### config.mk
export PLATFORM = sky130hd
export DESIGN_NAME = dc_encoder
export DESIGN_NICKNAME = d
export VERILOG_FILES = /design/src/rtl/dc_encoder.sv
export SDC_FILE = /design/constraint.sdc
export NUM_CORES = 1
export LEC_CHECK = 0
export CAP_MARGIN = 20
export CORE_MARGIN = 4
export CORE_UTILIZATION = 45
export DETAILED_ROUTE_END_ITERATION = 10
export PLACE_DENSITY = 0.67
export SYNTH_ARGS = -nofsm -noshare
export SYNTH_HDL_FRONTEND = slang
export SYNTH_SLANG_ARGS = --single-unit
### constraint.sdc
create_clock -name clk -period 4.7 [get_ports clk]
set_input_delay 1.175 -clock clk [delete_from_list [all_inputs] [get_ports clk]]
set_output_delay 1.175 -clock clk [all_outputs]
set_load 0.01 [all_outputs]
### src/rtl/dc_encoder.sv
// Quadrature encoder front end: synchronizes and deglitches A/B, decodes x4 steps
// into a signed position, and measures signed speed over a fixed gate window.
module dc_encoder #(
    parameter int CLK_FRE  = 50,
    parameter int GATE_MS  = 10,
    parameter int FILT_LEN = 4,
    parameter int POS_W    = 32,
    parameter int SPD_W    = 16
) (
    input  logic                    clk,
    input  logic                    rst,
    input  logic                    enc_a,
    input  logic                    enc_b,
    input  logic                    enc_clr,
    output logic [POS_W-1:0]        pos,
    output logic signed [SPD_W-1:0] speed,
    output logic                    speed_valid,
    output logic                    dir,
    output logic                    enc_err
);

    localparam int GATE_CYC = CLK_FRE * 1000 * GATE_MS;
    localparam int GATE_W   = (GATE_CYC > 1) ? $clog2(GATE_CYC) : 1;
    localparam int FCNT_W   = (FILT_LEN > 1) ? $clog2(FILT_LEN + 1) : 1;
    localparam int ACC_W    = SPD_W + 1;

    // Saturation limits, all expressed at the ACC_W+1 bit sum width.
    localparam logic signed [ACC_W:0] ACC_MAX = {2'b00, {(ACC_W-1){1'b1}}};
    localparam logic signed [ACC_W:0] ACC_MIN = {2'b11, {(ACC_W-1){1'b0}}};
    localparam logic signed [ACC_W:0] SPD_MAX = {3'b000, {(SPD_W-1){1'b1}}};
    localparam logic signed [ACC_W:0] SPD_MIN = {3'b111, {(SPD_W-1){1'b0}}};

    typedef enum logic [1:0] {
        STEP_NONE,
        STEP_FWD,
        STEP_REV,
        STEP_ILL
    } step_e;

    // Channel vectors are {a, b}.
    logic [1:0]        sync1;
    logic [1:0]        sync2;
    logic [1:0]        filt;
    logic [1:0]        prev;
    logic [FCNT_W-1:0] fcnt [2];

    step_e                    step;
    logic signed [ACC_W:0]    step_delta;
    logic signed [ACC_W:0]    acc_sum;
    logic signed [ACC_W-1:0]  acc;
    logic signed [ACC_W-1:0]  acc_sat;
    logic signed [SPD_W-1:0]  speed_next;
    logic [GATE_W-1:0]        gate_cnt;
    logic                     terminal;

    // NOTE: every register below uses non-blocking assignment so all flops
    // sample pre-edge values; blocking here would collapse the synchronizer.
    always_ff @(posedge clk or posedge rst) begin
        if (rst) begin
            sync1 <= '0;
            sync2 <= '0;
            filt  <= '0;
            for (int ch = 0; ch < 2; ch++) fcnt[ch] <= '0;
        end else begin
            sync1 <= {enc_a, enc_b};
            sync2 <= sync1;
            for (int ch = 0; ch < 2; ch++) begin
                if (sync2[ch] == filt[ch]) begin
                    fcnt[ch] <= '0;
                end else if (fcnt[ch] == FCNT_W'(FILT_LEN - 1)) begin
                    filt[ch] <= sync2[ch];
                    fcnt[ch] <= '0;
                end else begin
                    fcnt[ch] <= fcnt[ch] + FCNT_W'(1);
                end
            end
        end
    end

    // NOTE: defaults first so no path through this block can infer a latch.
    always_comb begin
        step = STEP_NONE;
        unique case ({prev, filt})
            4'b00_10, 4'b10_11, 4'b11_01, 4'b01_00: step = STEP_FWD;
            4'b10_00, 4'b11_10, 4'b01_11, 4'b00_01: step = STEP_REV;
            4'b00_11, 4'b11_00, 4'b10_01, 4'b01_10: step = STEP_ILL;
            default:                                step = STEP_NONE;
        endcase
    end

    always_ff @(posedge clk or posedge rst) begin
        if (rst) begin
            prev    <= '0;
            pos     <= '0;
            enc_err <= 1'b0;
        end else begin
            prev <= filt;
            if (enc_clr) begin
                pos     <= '0;
                enc_err <= 1'b0;
            end else begin
                if (step == STEP_FWD) pos <= pos + POS_W'(1);
                if (step == STEP_REV) pos <= pos - POS_W'(1);
                if (step == STEP_ILL) enc_err <= 1'b1;
            end
        end
    end

    always_comb begin
        step_delta = '0;
        if (step == STEP_FWD) step_delta = {{ACC_W{1'b0}}, 1'b1};
        if (step == STEP_REV) step_delta = '1;
        acc_sum  = {acc[ACC_W-1], acc} + step_delta;
        terminal = (gate_cnt == GATE_W'(GATE_CYC - 1));

        acc_sat = acc_sum[ACC_W-1:0];
        if (acc_sum > ACC_MAX) acc_sat = ACC_MAX[ACC_W-1:0];
        if (acc_sum < ACC_MIN) acc_sat = ACC_MIN[ACC_W-1:0];

        speed_next = acc_sum[SPD_W-1:0];
        if (acc_sum > SPD_MAX) speed_next = SPD_MAX[SPD_W-1:0];
        if (acc_sum < SPD_MIN) speed_next = SPD_MIN[SPD_W-1:0];
    end

    // Steps decoded under enc_clr still land in the window accumulator.
    always_ff @(posedge clk or posedge rst) begin
        if (rst) begin
            gate_cnt    <= '0;
            acc         <= '0;
            speed       <= '0;
            speed_valid <= 1'b0;
            dir         <= 1'b0;
        end else begin
            speed_valid <= terminal;
            if (terminal) begin
                gate_cnt <= '0;
                acc      <= '0;
                speed    <= speed_next;
                if (speed_next[SPD_W-1]) begin
                    dir <= 1'b0;
                end else if (speed_next != '0) begin
                    dir <= 1'b1;
                end
            end else begin
                gate_cnt <= gate_cnt + GATE_W'(1);
                acc      <= acc_sat;
            end
        end
    end

endmodule

==> results of run 1 <==
## layout make-up
| class | instances | area share (%) |
|---|---|---|
| sequential | 101 | 30.9 |
| tap | 216 | 3.30 |
| timing repair buffer | 72 | 8.54 |
| clock inverter | 7 | 0.872 |
| clock buffer | 9 | 2.75 |
| inverter | 21 | 0.994 |
| multi-input combinational | 652 | 52.6 |
## logic make-up after synthesis
logic type | Yosys count | synth area share (%)
adders and majority gates | 11 | 1.89
and+or+nand+nor | 290 | 20.9
buffers and inverters | 106 | 6.32
DFF | 101 | 34.8
muxes | 20 | 2.87
xor gates and xnor gates | 65 | 7.83
AOI/OAI and AO/OA | 266 | 25.4
## path summary, 6_finish.rpt
kind | slack (ps) | to | cells past startpoint | startpoint
min in group asynchronous | 1170 | sync1[0] | 2 | rst
setup / recovery | 450 | speed[6] | 14 | filt[0]
hold / removal | 350 | sync2[1] | 0 | sync1[1]
hold reg to reg | 350 | sync2[1] | 0 | sync1[1]
setup reg to reg | 450 | speed[6] | 14 | filt[0]
max in group asynchronous | 2580 | gate_cnt[17] | 4 | rst
## per-stage QoR
step           instances  hold slack (ps)  utilization, %  worst slack [ps]  cell area, sq um
2_1_floorplan        859              331               -              13.2              7290
3_3_place_gp        1061              335            49.6               616              7860
3_5_place_dp        1061              340            49.6               454              7860
4_1_cts             1077              357            51.5               427              8150
5_1_grt             1078              359            51.7              55.5              8180
6_report            1078              354            51.7               451              8180
## cells in the final DEF, fill, tap and decap left out, types with 21 or more instances in the layout
cell,Yosys,routed
a21oi_1,63,62
a22o_1,21,21
clkdlybuf4s50_1,0,55
dfrtp_1,101,101
nand2_1,46,46
nand3_1,27,27
nor2_1,85,85
nor3_1,22,22
o21ai_0,54,54
xnor2_1,37,37
xor2_1,28,28
## sequential cells by signal, indices dropped and copies added (netlist names)
name / cells
sync2: 2
pos: 32
acc: 17
speed: 16
enc_err: 1
fcnt: 6
speed_valid: 1
gate_cnt: 19
dir: 1
sync1: 2
prev: 2
filt: 2
## synth_stat cells, types with 13 or more instances
library cell and count:
nand2_1 46, dfrtp_1 101, o21ai_0 54, inv_1 21, mux2i_1 13, xnor2_1 37, a21oi_1 63, a22o_1 21
buf_2 19, nor2_1 85, clkbuf_1 56, nor2b_1 16, nand3_1 27, xor2_1 28, nor3_1 22
## metal layers
layer | wire length (um) | GRT usage [%] | vias to the layer above
li1 | - | - | 3121
met1 | 8760 | 30.5 | 3100
met2 | 8500 | 32.0 | 146
met3 | 678 | 3.20 | 13
met4 | 205 | 4.76 | 0
met5 | 0 | 0 | -
==> metrics.cfg, run 1 <==
[floorplan]
core_sq_mm=0.0158
ios=56
fp-row-count=46
initial_core_util_pct=45.9
die_h_um=135
die_w_um=135
die_area_sq_mm=0.0182

[worst_setup_path]
crit_type=flop to flop
slowest_stage=and2_1
slowest_delay_ps=490
cp_data_arrival_time_ps=4550
crit_path_end_kind=flop
critPathLaunchType=flop
worstPathRequired_ps=5000
crit_chain=nor2b_1 -> o21ai_0 -> o21a_1 -> ha_4 -> xor2_1 -> ha_1 -> or3b_1 -> a211oi_1 -> o311ai_1 -> a211o_1 -> and3_1 -> o31ai_1 -> and2_1 -> a22o_1
crit_family=compound AO/OA/AOI/OAI gates
crit_path_max_fanout=36
cp.buffers_inverters=0

[drt]
drt-vias-per-instance=5.92
ant_nets=0
drt_wl_total_um=18100
wire_per_inst_um=16.8
first_pass_iters=5
drcViolationCount=0
drt_iter0_drc=523
vias=6380

[clock_network]
h-tree-depth=3
hold_buffers=0
clk_pin_slew_ps=70
cts_setup_buffers=0
clockBufferDepth=2
root_buffer=clkbuf_16
insertion_delay_ps=360
cts.sinks=101
cts_made_buffers=9
cts_tree=yes
cts_resized=0

[sta]
tns_ps=0
clock_skew_ps=9.73
finalHoldViolCount=0
drv_slew=0
fin_crit_sh_pct=90.4
period_needed_ps=4250
slew_headroom_pct=39.0
rsz0062_at_grt=no
max_freq_mhz=235
finalSetupViolCount=0
worstMarginPinSlew_ps=912

[global_route]
grt_pass1_wl_um=31100
grt_max_degree=81
grt_pass1_vias=5938
overflow=0
grt.total_usage_pct=20.6
grt_antenna_before_repair=0

[synthesis]
synth_edf_count=0
yosys_register_bits=101
syn_inst=859
netlist_area_sq_mm=0.00727
synth_top_flop_cell=dfrtp_1
synth_cell_type_count=83
async_flop_share_pct=100
synth.net_count=875
avgSynthCellArea_sq_um=8.46
ys_warn_count=0
yosysSeqAreaShare_pct=34.8
yosysTopAreaCellShare_pct=34.8
yosys.area.top_type=dfrtp_1
synth_area_leaders=dfrtp_1 (35%), xnor2_1 (4.5%), nor2_1 (4.4%)

[cells_and_area]
layout-drive-gt1-share_pct=7.08
nFillCells=1513
num-nets-final=873
regArea_sq_mm=0.00253
multi_input_area_sq_mm=0.00431
antenna_cells=0
syn2layout_area_growth_pct=12.5

[run]
drv_cap=0

[placed_design]
hpwl_um=12400
gp_congestion=0.900
port_buffers=55

[hold_path]
hold_class=flop to flop

[outcome]
status=complete, no violations

Power of run 1 is left out: the tool's default activity adds up to more than one toggle a clock period on the data nets, which glitch-free logic cannot reach.
==> run 2, diff against run 1 <==
- CORE_MARGIN: 4 -> 1.5
==> run 2 against run 1 <==
Compared with the run above:
- flip-flop and latch count is the same
- setup slack gained 23 ps
- non-clock buffer count shrank 1
- critical endpoint is now pos[31]
- clock skew shrank 3.3 ps
- core utilization shrank 0.14 points
==> metrics.cfg, run 2 (synthesis gave the netlist of run 1 again) <==
[sta]
slew_headroom_pct=44.4  ; +5.4 points
max_freq_mhz=237  ; +0.53%
drv_slew=0  ; unchanged
finalHoldViolCount=0  ; unchanged
clock_skew_ps=6.40  ; -3.33 ps
tns_ps=0  ; unchanged
rsz0062_at_grt=no
finalSetupViolCount=0  ; unchanged
period_needed_ps=4230  ; -22.5 ps
fin_crit_sh_pct=89.9  ; -0.48 points
worstMarginPinSlew_ps=826  ; -86.3 ps

[clock_network]
cts_resized=0  ; unchanged
root_buffer=clkbuf_16
clk_pin_slew_ps=70  ; about the same
cts_tree=yes
h-tree-depth=3  ; unchanged
hold_buffers=0  ; unchanged
clockBufferDepth=2  ; unchanged
cts_made_buffers=9  ; unchanged
insertion_delay_ps=350  ; about the same
cts_setup_buffers=0  ; unchanged
cts.sinks=101  ; unchanged

[cells_and_area]
layout-drive-gt1-share_pct=7.08  ; +0.0082 points
top_regs=pos (32), gate_cnt (19), acc (17)
final_cells=1077  ; -0.093%
regArea_sq_mm=0.00253  ; unchanged
syn2layout_area_growth_pct=12.2
layout.cells.most_common_list=dfrtp_1 (101), nor2_1 (85), a21oi_1 (62)
final_area_sq_mm=0.00816  ; -0.28%
num-nets-final=872  ; -0.11%
fin_util_pct=51.5  ; -0.14 points
nFillCells=1462  ; -3.4%
largest-register=pos
final_common_cell=dfrtp_1
multi_input_area_sq_mm=0.00432  ; +0.23%
antenna_cells=0  ; unchanged
largest_reg_flops=32  ; unchanged

[global_route]
grt.total_usage_pct=21.8  ; +1.1 points
grt_pass1_vias=5707  ; -3.9%
overflow=0  ; unchanged
grt_pass1_wl_um=29500  ; -5.3%
use_met3_pct=3.32  ; +0.12 points
grt_antenna_before_repair=0  ; unchanged
busiest_layer=met2
grt_max_degree=63  ; -22%
met2_usage_pct=33.3  ; +1.3 points
grt_use_met1_pct=31.9  ; +1.5 points

[worst_setup_path]
slowest_delay_ps=480  ; about the same
crit_family=simple AND/OR/NAND/NOR gates
crit_path_end_kind=flop
crit_type=flop to flop
cp_data_arrival_time_ps=4460  ; -90 ps
crit_chain=nor2b_1 -> o21ai_0 -> o21a_1 -> ha_4 -> buf_4 -> or3b_1 -> o22ai_1 -> nand3_1 -> or4_4 -> a32oi_2 -> a21oi_1 -> a31oi_1 -> mux2_1
critPathLaunchType=flop
worstPathRequired_ps=4940  ; -60 ps
crit_path_max_fanout=40  ; +11%
slowest_stage=dfrtp_1
cp.buffers_inverters=1  ; +1

[placed_design]
port_buffers=55  ; unchanged
gp_congestion=0.900  ; unchanged
hpwl_um=12100  ; -2.3%
post_dp_cell_area_sq_mm=0.00786  ; unchanged
dp_cells=1061  ; unchanged

[drt]
ant_nets=0  ; unchanged
drt_iter0_drc=571  ; +9.2%
vias=6429  ; +0.77%
drcViolationCount=0  ; unchanged
wire_per_inst_um=16.5  ; -2.2%
drt-vias-per-instance=5.97  ; +0.86%
first_pass_iters=5  ; unchanged
drt_wl_total_um=17700  ; -2.3%

[floorplan]
fp-row-count=46  ; unchanged
die_h_um=130  ; -3.7%
die_area_sq_mm=0.0169  ; -7.3%
die_w_um=130  ; -3.7%
core_sq_mm=0.0158  ; unchanged
ios=56  ; unchanged
initial_core_util_pct=45.9  ; unchanged

[outcome]
status=complete, no violations

[run]
drv_cap=0  ; unchanged

[hold_path]
hold_class=flop to flop

[run 2: cell type report]
cell class,count,area share (%)
repair buffers,71,8.22
multi-input cells,652,52.9
clock buffers,10,2.93
clock inverters,6,0.644
well taps,216,3.31
inverters,21,0.997
flip-flops and latches,101,31.0
[run 2: through the flow]
step,hold slack [ps],worst slack (ps)
finish,354,474
global route,360,108
CTS,357,488
detailed placement,339,518
global placement,335,519
floorplan,331,13.2
[run 2: final timing paths]
kind,cells after the start,slack (ps),to,from
max in group asynchronous,3,2570,gate_cnt[1],rst
setup / recovery,13,470,pos[31],filt[0]
setup reg to reg,13,470,pos[31],filt[0]
hold reg to reg,0,350,sync2[1],sync1[1]
hold / removal,0,350,sync2[1],sync1[1]
min in group asynchronous,2,1330,sync2[0],rst
[run 2: routing by layer]
layer	part of all wire, %	vias up
met5	0	-
met4	1.5	0
met3	5.9	19
met2	46	230
met1	47	3064
li1	-	3116
Power of run 2 is left out for the same reason.
